**config.mk**
```make
export PLATFORM = sky130hd
export DESIGN_NAME = click_classifier
export DESIGN_NICKNAME = d
export VERILOG_FILES = /design/src/rtl/click_pkg.sv /design/src/rtl/window_timer.sv /design/src/rtl/click_classifier.sv
export SDC_FILE = /design/constraint.sdc
export NUM_CORES = 1
export LEC_CHECK = 0
export BUFFER_PORTS_ARGS = -buffer_cell sky130_fd_sc_hd__buf_4
export CORE_UTILIZATION = 42
export CTS_BUF_LIST = sky130_fd_sc_hd__clkbuf_4 sky130_fd_sc_hd__clkbuf_8 sky130_fd_sc_hd__clkbuf_16
export DETAILED_ROUTE_END_ITERATION = 8
export PLACE_DENSITY = 0.68
export SLEW_MARGIN = 5
export SYNTH_ARGS = -nofsm -noshare
export SYNTH_HDL_FRONTEND = slang
export SYNTH_SLANG_ARGS = --single-unit
```
**constraint.sdc**
```tcl
create_clock -name clk -period 2.3 [get_ports clk]
set_input_delay 0.23 -clock clk [delete_from_list [all_inputs] [get_ports clk]]
set_output_delay 0.23 -clock clk [all_outputs]
set_load 0.01 [all_outputs]
```
**src/rtl/click_pkg.sv**
```systemverilog
// Shared definitions for the gesture blocks: click FSM state encoding and the
// window-length derivation used to size their timers.
package click_pkg;

    localparam logic STATE_IDLE = 1'b0;
    localparam logic STATE_WAIT = 1'b1;

    typedef enum logic {
        IDLE = STATE_IDLE,
        WAIT = STATE_WAIT
    } click_state_t;

    // Window length in clock cycles; integer division first keeps it in int range.
    function automatic int window_cycles(input int clk_freq_hz, input int window_ms);
        return clk_freq_hz / 1000 * window_ms;
    endfunction

endpackage

```
**src/rtl/window_timer.sv**
```systemverilog
// Loadable down-counter that saturates at zero and flags when it gets there.
module window_timer #(
    parameter int WIDTH = 4
) (
    input  logic             clk,
    input  logic             rst_s_p,
    input  logic             load,
    input  logic             enable,
    input  logic [WIDTH-1:0] value,
    output logic             zero
);

    logic [WIDTH-1:0] cnt;

    // Load wins over decrement; the counter holds at zero rather than wrapping.
    always_ff @(posedge clk) begin
        if (rst_s_p) begin
            cnt <= '0;
        end else if (load) begin
            cnt <= value;
        end else if (enable && (cnt != '0)) begin
            cnt <= cnt - WIDTH'(1);
        end
    end

    assign zero = (cnt == '0);

endmodule

```
**src/rtl/click_classifier.sv**
```systemverilog
// Classifies one-shot press pulses into single or double clicks using a
// configurable window, emitting one registered one-cycle pulse per gesture.
module click_classifier
    import click_pkg::*;
#(
    parameter int CLK_FREQ_HZ = 50_000_000,
    parameter int WINDOW_MS   = 300
) (
    input  logic clk,
    input  logic rst_s_p,
    input  logic pulse_in,
    output logic single_click,
    output logic double_click,
    output logic busy
);

    localparam int WINDOW_CYCLES = window_cycles(CLK_FREQ_HZ, WINDOW_MS);
    localparam int CNT_W         = (WINDOW_CYCLES < 1) ? 1 : $clog2(WINDOW_CYCLES + 1);

    generate
        if (WINDOW_CYCLES < 1) begin : g_bad_window
            $error("click_classifier: WINDOW_CYCLES must be at least 1");
        end
    endgenerate

    click_state_t state;
    logic         timer_load;
    logic         timer_enable;
    logic         timer_zero;

    // The first press opens the window; the timer only runs while waiting for
    // a second press, so a press in WAIT never competes with a decrement.
    assign timer_load   = (state == IDLE) && pulse_in;
    assign timer_enable = (state == WAIT) && !pulse_in;

    window_timer #(
        .WIDTH (CNT_W)
    ) u_window_timer (
        .clk     (clk),
        .rst_s_p (rst_s_p),
        .load    (timer_load),
        .enable  (timer_enable),
        .value   (CNT_W'(WINDOW_CYCLES - 1)),
        .zero    (timer_zero)
    );

    // A press in WAIT beats a simultaneous timeout; a press arriving while the
    // previous gesture's pulse is out is treated as the start of a new one.
    always_ff @(posedge clk) begin
        if (rst_s_p) begin
            state        <= IDLE;
            single_click <= 1'b0;
            double_click <= 1'b0;
        end else begin
            single_click <= 1'b0;
            double_click <= 1'b0;
            case (state)
                IDLE: begin
                    if (pulse_in) begin
                        state <= WAIT;
                    end
                end
                WAIT: begin
                    if (pulse_in) begin
                        double_click <= 1'b1;
                        state        <= IDLE;
                    end else if (timer_zero) begin
                        single_click <= 1'b1;
                        state        <= IDLE;
                    end
                end
                default: state <= IDLE;
            endcase
        end
    end

    assign busy = (state == WAIT);

endmodule

```
==> qor.txt, run 1 <==
Post-Synthesis Cells - 153
Post-synthesis sequential area ratio - 40.1%
Area leader, netlist - dfxtp_1
Nets - 173
Syn nets - 158
R2r endpoint - u_window_timer.cnt[20]
CTS clock-pin slew for the worst setup and hold paths - 0.14 ns
Setup Skew - 0.00790 ns
Area contributors post-synth - dfxtp_1 (40%), a21oi_1 (5.9%), xor2_1 (5.2%)
Slew @ Worst Pin - 0.570 ns
CTS tree - built
Clock sink count - 27
CP Launch Type - flip-flop
Port bufs - 5
Static Leak - 0.585 nW
DRC Markers - 0
H-tree Lvls - 1
# diodes - 0
Placeable Area - 3050 um2
Start point of the worst min-delay path - pulse_in
WHS Path Cells - 3
Grt ovf - 0
Sink of the worst hold path - double_click
Post CTS Setup Buffer Count - 0
Mean Syn Cell Area - 8.81 um2
Post-Syn Area - 1350 um2
Fillers - 308
Die ar. - 3440 um2
Hpwl dp - 2090 um
Root buf cell - clkbuf_4
Area grow syn2layout - 18.3%
First-pass GRT wire length - 5040 um
Fmax - 0.436 GHz
RePlAce Congestion - 0.874
Largest net degree at the start of global routing - 21
R2R Path Start - u_window_timer.cnt[7]
Top-area cell type share of the netlist area - 40.1%
Ys async rst share - 0%
Latest clock arrival within the worst-skew pair - 0.32 ns
Design Power - 0.000916 W
Total CTS buffers - 3
P per Cell Area - 575 nW/um2
Critical path fanouts, max - 6
Worst hold path class - in -> reg
Share of post-route cells with drive strength above 1 - 27.5%
Total Routed Length - 3000 um
DIE WIDTH - 58.6 um
CP peak stage delay - 0.53 ns
R2R Setup Slk - 0.004 ns
Critical Path Sink Type - flip-flop
Arr. time, crit path - 2.56 ns
Number of global-route vias before repair - 1144
Critical Path RT - 2.56 ns
MaxCap Viol Count - 0
Die Span Y - 58.6 um
Setup Crit Path Kind - reg -> reg
Crit-path cells - or4_4 > or4_4 > or2_4 > or4_4 > a21oi_2
Distinct cells, synth - 37
Global-route usage over all layers - 18.9%
Drt pass-1 iters - 4
Worst path most repeated cell - or4_4
Post-DR wirelength/cell - 14.2 um
Total negative slack - 0 ns
Slowest stage cell, crit path - or4_4
Initial Util - 44.1%
Bufs on Longest Clock Path - 2
FF-to-FF path depth - 5
Run status - complete, no violations
Post-synth EDFFs - 0
Post-route minimum period - 2.30 ns
Vias - 1209
Unrepaired setup endpoints after global routing - true
Cell Rows - 20
Number of max-slew violations in the final report - 0
#FFs+latches synth - 27
DRT iter0 DRCs - 42
Hold Violations, Final - 0
Antenna-violating nets left - 0
Antenna violations before repair - 0
Main synth FF type - dfxtp_1
I/O pin total - 6
Fin crit share - 99.8%
Vias per cell - 5.73
Setup Viol. Count Final - 0
Synth warn - 0
VDD IR max - 0.000269 V
Slew headroom - 61.7%
[sequential cells by signal, summed over array words and instances (netlist names)]
name	flops
busy	1
double_click	1
single_click	1
u_window_timer.cnt	24
[worst max-delay path by stage]
stage | start | to | slack, ns | depth (start not counted)
5_1_grt | u_window_timer.cnt[7] | u_window_timer.cnt[1] | -0.04 | 6
3_3_place_gp | u_window_timer.cnt[0] | u_window_timer.cnt[18] | 0.04 | 8
3_5_place_dp | u_window_timer.cnt[7] | u_window_timer.cnt[21] | -0.01 | 6
2_1_floorplan | u_window_timer.cnt[7] | u_window_timer.cnt[22] | -0.13 | 7
4_1_cts | u_window_timer.cnt[7] | u_window_timer.cnt[22] | 0.01 | 5
6_report | u_window_timer.cnt[7] | u_window_timer.cnt[20] | 0.004 | 5
[worst max-delay path: cells and delay by family, from the launching register on]
kind / cells / cell delay, ns
flops: 1 / 0.34
simple gates: 4 / 1.75
compound gates: 1 / 0.14
[area by class of cell]
type	count	area [um2]	share of cell area, %
Multi-Input combinational cell	113	807	50.6
Clock buffer	3	22.5	1.41
Inverter	3	11.3	0.706
Tap cell	44	55.1	3.45
Clock inverter	1	5.00	0.314
Timing Repair Buffer	20	150	9.42
Sequential cell	27	543	34.1
[power breakdown]
part / switching (W) / internal, W
Sequential: 0.0000251 / 0.000495
Combinational: 0.000104 / 0.0000922
Clock: 0.000135 / 0.0000651
Total: 0.000264 / 0.000652
[metrics by stage]
step	util, %	instance area (um2)	setup slack [ns]	hold WS [ns]	cells
2_1_floorplan	-	1380	-0.125	0.353	153
3_3_place_gp	49.8	1520	0.0450	0.477	206
3_5_place_dp	49.8	1520	-0.0110	0.484	206
6_report	52.2	1590	0.00437	0.151	211
5_1_grt	52.2	1590	-0.0441	0.132	211
4_1_cts	51.1	1560	0.0100	0.143	210
[per-layer routing]
layer  vias to the layer above  share of wire (%)  global-route usage (%)
li1                        605                  -                       -
met1                       578                 47                    24.8
met2                        20                 49                    30.7
met3                         6                2.3                    2.42
met4                         0                1.8                    9.86
met5                         -                  0                       0
[cell usage after synthesis (2+ instances only)]
cell and n:
nor3_1 4, and3_1 2, inv_1 3, a31oi_1 4, o211ai_1 7, a21oi_1 16
o21ai_0 4, clkbuf_1 6, buf_2 3, xor2_1 8, dfxtp_1 27, ha_1 2
nor2_1 5, or2_2 5, or4_1 7, xnor2_1 4, or3_1 11, nor4_1 6
nand2_1 2, o21ai_1 3, o31ai_1 5, nor2b_1 3, nand2b_1 2
[cells in the final DEF (no fill, tap or decap), drive strengths merged, types with 2 or more instances in the layout]
cell type,n
a21oi,16
a31oi,4
and3,2
buf,20
clkbuf,3
dfxtp,27
ha,2
inv,3
nand2,2
nand2b,2
nor2,5
nor2b,3
nor3,4
nor4,6
o211ai,7
o21ai,7
o31ai,5
or2,6
or3,11
or4,9
xnor2,4
xor2,8
[timing repair]
action	CTS	global route
gates cloned	0	1
pin swaps	1	3
gates resized for setup	2	7
hold buffers	0	0
endpoints found under the setup margin	5	16
[logic make-up (layout without fill, tap and decap cells)]
logic type               Yosys count  count (layout)  share of synthesized area (%)
flip-flops                        27              27                           40.1
multiplexers                       1               1                          0.743
AO/OA/AOI/OAI                     42              42                           18.9
buffers and inverters             14              27                           4.73
AND/OR/NAND/NOR                   55              56                           25.8
adder cells (fa/ha/maj)            2               2                           1.86
XOR/XNOR                          12              12                           7.80
(Power assumes the default switching activity.)
==> run 2, diff against run 1 <==
Settings changed: MAX_ROUTING_LAYER from default to met4.
==> run 2 against run 1 <==
Effect of this change: via count down 0.41%; routed wire length is 0.27% lower; first-iteration DRC count down 7.1%; cell area did not move; critical path type unchanged.
==> qor.txt, run 2 (same netlist as run 1, synthesis figures left out) <==
DRC Markers - 0 (unchanged)
Placeable Area - 3050 um2 (unchanged)
Post-DR wirelength/cell - 14.2 um (-0.27%)
Vias per cell - 5.71 (-0.41%)
Design Power - 0.000916 W (about the same)
DRT iter0 DRCs - 39 (-7.1%)
Final Core Density - 52.2% (unchanged)
MaxCap Viol Count - 0 (unchanged)
Run status - complete, no violations
Placed cell areas - 1520 um2 (unchanged)
Global-route usage over all layers - 19.5% (+0.57 points)
Die ar. - 3440 um2 (unchanged)
# hold bufs at CTS - 0 (unchanged)
Static Leak - 0.585 nW (unchanged)
Setup Viol. Count Final - 0 (unchanged)
Design area - 1590 um2 (unchanged)
# diodes - 0 (unchanged)
Largest net degree at the start of global routing - 21 (unchanged)
Post CTS Setup Buffer Count - 0 (unchanged)
Critical Path Sink Type - flip-flop
Nets - 173 (unchanged)
Share of post-route cells with drive strength above 1 - 27.5% (unchanged)
Number of global-route vias before repair - 1144 (unchanged)
Port bufs - 5 (unchanged)
I/O pin total - 6 (unchanged)
Latest clock arrival within the worst-skew pair - 0.32 ns (about the same)
Cell Rows - 20 (unchanged)
Hold slack - 0.152 ns (+0.000849 ns)
Non-Filler Instances - 211 (unchanged)
Initial Util - 44.1% (unchanged)
Max FFs per register - 24 (unchanged)
Most frequent cells in the layout - dfxtp_1 (25), buf_4 (20), a21oi_1 (15), or3_1 (11), xor2_1 (8)
Setup Skew - 0.00768 ns (-0.000219 ns)
Drt pass-1 iters - 4 (unchanged)
Root buf cell - clkbuf_4
Critical Path RT - 2.56 ns (about the same)
Number of max-slew violations in the final report - 0 (unchanged)
Grt ovf - 0 (unchanged)
Setup Crit Path Kind - reg -> reg
RePlAce Congestion - 0.889 (+1.6%)
H-tree Lvls - 1 (unchanged)
Fmax - 0.436 GHz (+0.17%)
Slew headroom - 61.5% (-0.26 points)
P per Cell Area - 574 nW/um2 (about the same)
Bufs on Longest Clock Path - 2 (unchanged)
Fillers - 308 (unchanged)
Slew @ Worst Pin - 0.574 ns (+0.00380 ns)
Vias - 1204 (-0.41%)
Arr. time, crit path - 2.55 ns (about the same)
DIE WIDTH - 58.6 um (unchanged)
Critical path fanouts, max - 6 (unchanged)
Fin crit share - 99.6% (-0.16 points)
CP Launch Type - flip-flop
Antenna-violating nets left - 0 (unchanged)
Clock sink count - 27 (unchanged)
Total Routed Length - 3000 um (-0.27%)
VDD IR max - 0.000269 V (about the same)
Commonest non-fill, non-tap cell in the layout - dfxtp_1
CTS tree - built
Hold Violations, Final - 0 (unchanged)
First-pass GRT wire length - 5040 um (unchanged)
Hpwl dp - 2090 um (unchanged)
Area grow syn2layout - 18.3% (unchanged)
Worst hold path class - in -> reg
CTS clock-pin slew for the worst setup and hold paths - 0.14 ns (about the same)
Antenna violations before repair - 0 (unchanged)
Die Span Y - 58.6 um (unchanged)
Unrepaired setup endpoints after global routing - true
Largest reg by FF count - u_window_timer.cnt
Total CTS buffers - 3 (unchanged)
Placed cell count - 206 (unchanged)
Post-route minimum period - 2.29 ns (-0.00379 ns)
## run 2: worst paths after layout
kind	slack (ns)	start	depth (start not counted)	end
setup / recovery	0.008	u_window_timer.cnt[7]	5	u_window_timer.cnt[20]
hold reg to reg	0.51	u_window_timer.cnt[10]	2	u_window_timer.cnt[10]
hold / removal	0.15	pulse_in	3	double_click
setup reg to reg	0.008	u_window_timer.cnt[7]	5	u_window_timer.cnt[20]
## run 2: area by class of cell
type                    count  area, um2  area share, %
multi-input cells         113        807           50.6
inverters                   3       11.3          0.706
flip-flops and latches     27        543           34.1
repair buffers             20        150           9.42
clock inverters             1       5.00          0.314
clock buffers               3       22.5           1.41
well taps                  44       55.1           3.45
## run 2: repair_timing
action | CTS | global route
pin swaps | 1 | 3
setup endpoints to repair | 5 | 16
gates cloned | 0 | 1
gates resized for setup | 2 | 7
## run 2: routing by layer
layer	track usage, %	routed length (um)	vias up	share of wire, %
li1	-	-	605	-
met3	2.42	71	4	2.4
met2	30.7	1470	20	49
met4	9.86	38	0	1.3
met1	24.8	1420	575	47
met5	-	0	-	0
## run 2: critical path, stage by stage (launching register included)
cell	delay (ns)
dfxtp_2	0.34
or4_4	0.53
or4_4	0.52
or2_4	0.27
or4_4	0.43
a21oi_2	0.14
## run 2: per-stage QoR
stage                     setup slack [ns]  setup TNS, ns
after detailed placement           -0.0110        -0.0141
after global placement              0.0450              0
after floorplan                     -0.125         -0.256
after CTS                           0.0100              0
after global routing               -0.0441         -0.143
final                              0.00816              0
## run 2: power breakdown
group	switching (W)	leakage [nW]	internal [W]
clock	0.000135	0.0177	0.0000650
combinational	0.000104	0.344	0.0000922
sequential	0.0000251	0.223	0.000495
total	0.000263	0.585	0.000652
==> run 3, diff against run 2 <==
Settings changed: PLACE_DENSITY 0.68 to 0.66.
Clock period 2.3 ns to 2.43 ns, I/O delays scaled along.
==> run 3 against run 2 <==
Effect of this change: global-route usage shrank 0.34 points; maximum frequency is 1.5% lower; critical path type unchanged; via count down 1.1%; first-iteration DRC count fell by 7.7%; routed wire length fell by 1.2%; clock-buffer cell count is the same; die area is the same; cell area grew 0.63%; critical endpoint is now u_window_timer.cnt[1].
==> qor.txt, run 3 (same netlist as run 1, synthesis figures left out) <==
Number of global-route vias before repair - 1074 (-6.1%)
CTS clock-pin slew for the worst setup and hold paths - 0.14 ns (about the same)
DRT iter0 DRCs - 36 (-7.7%)
Met3 Track Usage GR - 4.40% (+2.0 points)
Design Power - 0.000876 W (-4.3%)
Port bufs - 5 (unchanged)
RePlAce Congestion - 0.935 (+5.3%)
R2R Path Start - u_window_timer.cnt[19]
Largest reg by FF count - u_window_timer.cnt
Worst setup margin - 0.103 ns (+0.0946 ns)
Latest clock arrival within the worst-skew pair - 0.32 ns (about the same)
Largest net degree at the start of global routing - 21 (unchanged)
FF-to-FF path depth - 6 (+1)
Antenna-violating nets left - 0 (unchanged)
Vias - 1191 (-1.1%)
Setup Crit Path Kind - reg -> reg
Slew @ Worst Pin - 0.524 ns (-0.0498 ns)
Most frequent cells in the layout - buf_4 (29), dfxtp_1 (26), a21oi_1 (16), or3_1 (11), xor2_1 (8)
Initial Util - 44.1% (unchanged)
Start point of the worst min-delay path - pulse_in
Hold Violations, Final - 0 (unchanged)
CP Launch Type - flip-flop
Total CTS buffers - 3 (unchanged)
Clock sink count - 27 (unchanged)
Cell Rows - 20 (unchanged)
VDD IR max - 0.000359 V (+34%)
Routing usage on met1 - 23.6% (-1.1 points)
# diodes - 0 (unchanged)
Critical Path RT - 2.65 ns (+0.09 ns)
Nets - 181 (+4.6%)
Die Span Y - 58.6 um (unchanged)
Slew headroom - 64.8% (+3.3 points)
# hold bufs at CTS - 0 (unchanged)
Critical path fanouts, max - 6 (unchanged)
Post-route minimum period - 2.33 ns (+0.0354 ns)
Die ar. - 3440 um2 (unchanged)
Unrepaired setup endpoints after global routing - false
Root buf cell - clkbuf_4
Placeable Area - 3050 um2 (unchanged)
R2R Setup Slk - 0.10 ns (+0.09 ns)
Share of post-route cells with drive strength above 1 - 24.6% (-3.0 points)
Vias per cell - 5.44 (-4.7%)
WHS Path Cells - 3 (unchanged)
Fmax - 0.430 GHz (-1.5%)
Arr. time, crit path - 2.55 ns (about the same)
Antenna violations before repair - 0 (unchanged)
GRT met2 Usage - 31.2% (+0.49 points)
DRC Markers - 0 (unchanged)
Fin crit share - 95.8% (-3.9 points)
Sink of the worst hold path - double_click
First-pass GRT wire length - 4880 um (-3.3%)
R2r endpoint - u_window_timer.cnt[1]
Area grow syn2layout - 19.0%
MaxCap Viol Count - 0 (unchanged)
Run status - complete, no violations
Global-route usage over all layers - 19.2% (-0.34 points)
Drt pass-1 iters - 4 (unchanged)
Setup Viol. Count Final - 0 (unchanged)
Pre-CTS setup slack - -0.157 ns (-0.146 ns)
Post-DR wirelength/cell - 13.5 um (-4.8%)
Critical Path Sink Type - flip-flop
Max FFs per register - 24 (unchanged)
Commonest non-fill, non-tap cell in the layout - buf_4
Setup Skew - 0.00337 ns (-0.00431 ns)
Number of max-slew violations in the final report - 0 (unchanged)
CTS tree - built
P per Cell Area - 546 nW/um2 (-4.9%)
Static Leak - 0.616 nW (+5.2%)
GR peak layer - met2
Bufs on Longest Clock Path - 2 (unchanged)
I/O pin total - 6 (unchanged)
DIE WIDTH - 58.6 um (unchanged)
Grt ovf - 0 (unchanged)
Fillers - 304 (-1.3%)
Total Routed Length - 2960 um (-1.2%)
Hpwl dp - 2160 um (+3.3%)
Worst hold path class - in -> reg
H-tree Lvls - 1 (unchanged)
[run 3: cell count changes in the layout (fill, tap and decap cells not counted), moves of 2 or more]
cell    before  now
or4_1        4    6
nor4_2       3    0
nor4_1       3    6
buf_4       20   29
or4_4        5    2
[run 3: where the power goes]
part           internal, W  switching (W)
Clock            0.0000618       0.000131
Combinational    0.0000975      0.0000981
Sequential        0.000468      0.0000191
Total             0.000628       0.000249
[run 3: cell type report]
class / instances / area, um2 / share of cell area [%]
multi-input combinational: 112 / 751 / 46.8
sequential: 27 / 542 / 33.8
timing repair buffer: 29 / 218 / 13.6
tap: 44 / 55.1 / 3.43
clock buffer: 3 / 22.5 / 1.40
inverter: 3 / 11.3 / 0.702
clock inverter: 1 / 5.00 / 0.312
[run 3: worst max path at each step]
stage	start	to	cells past startpoint
floorplan	u_window_timer.cnt[0]	u_window_timer.cnt[4]	8
global placement	u_window_timer.cnt[0]	u_window_timer.cnt[2]	8
detailed placement	u_window_timer.cnt[0]	u_window_timer.cnt[1]	8
CTS	u_window_timer.cnt[7]	u_window_timer.cnt[20]	5
global route	u_window_timer.cnt[7]	u_window_timer.cnt[20]	5
finish	u_window_timer.cnt[19]	u_window_timer.cnt[1]	6
[run 3: routing by layer]
metal / wire [um] / part of all wire, % / vias to the layer above
li1: - / - / 617
met1: 1410 / 48 / 559
met2: 1440 / 49 / 11
met3: 68 / 2.3 / 4
met4: 33 / 1.1 / 0
met5: 0 / 0 / -
[run 3: repair_timing]
action	4_1_cts	5_1_grt
endpoints found under the hold margin	0	0
endpoints found under the setup margin	14	3
resized for setup	2	0
pin swaps	2	1
buffers inserted	0	3
[run 3: stage by stage]
step           utilization, %  cells  TNS [ns]  hold WS [ns]  instance area [um2]
6_report                 52.5    219         0         0.166                 1600
3_5_place_dp             50.7    212    -0.591         0.471                 1550
3_3_place_gp             50.7    212         0         0.467                 1550
5_1_grt                  52.5    219         0         0.155                 1600
2_1_floorplan               -    153         0         0.366                 1350
4_1_cts                  51.8    216         0         0.161                 1580
[run 3: critical path, stage by stage (launching register included)]
cell      delay, ns
dfxtp_1        0.35
or4_1          0.57
or4_4          0.60
buf_4          0.18
o211ai_1       0.15
a21oi_1        0.08
a311oi_1       0.29
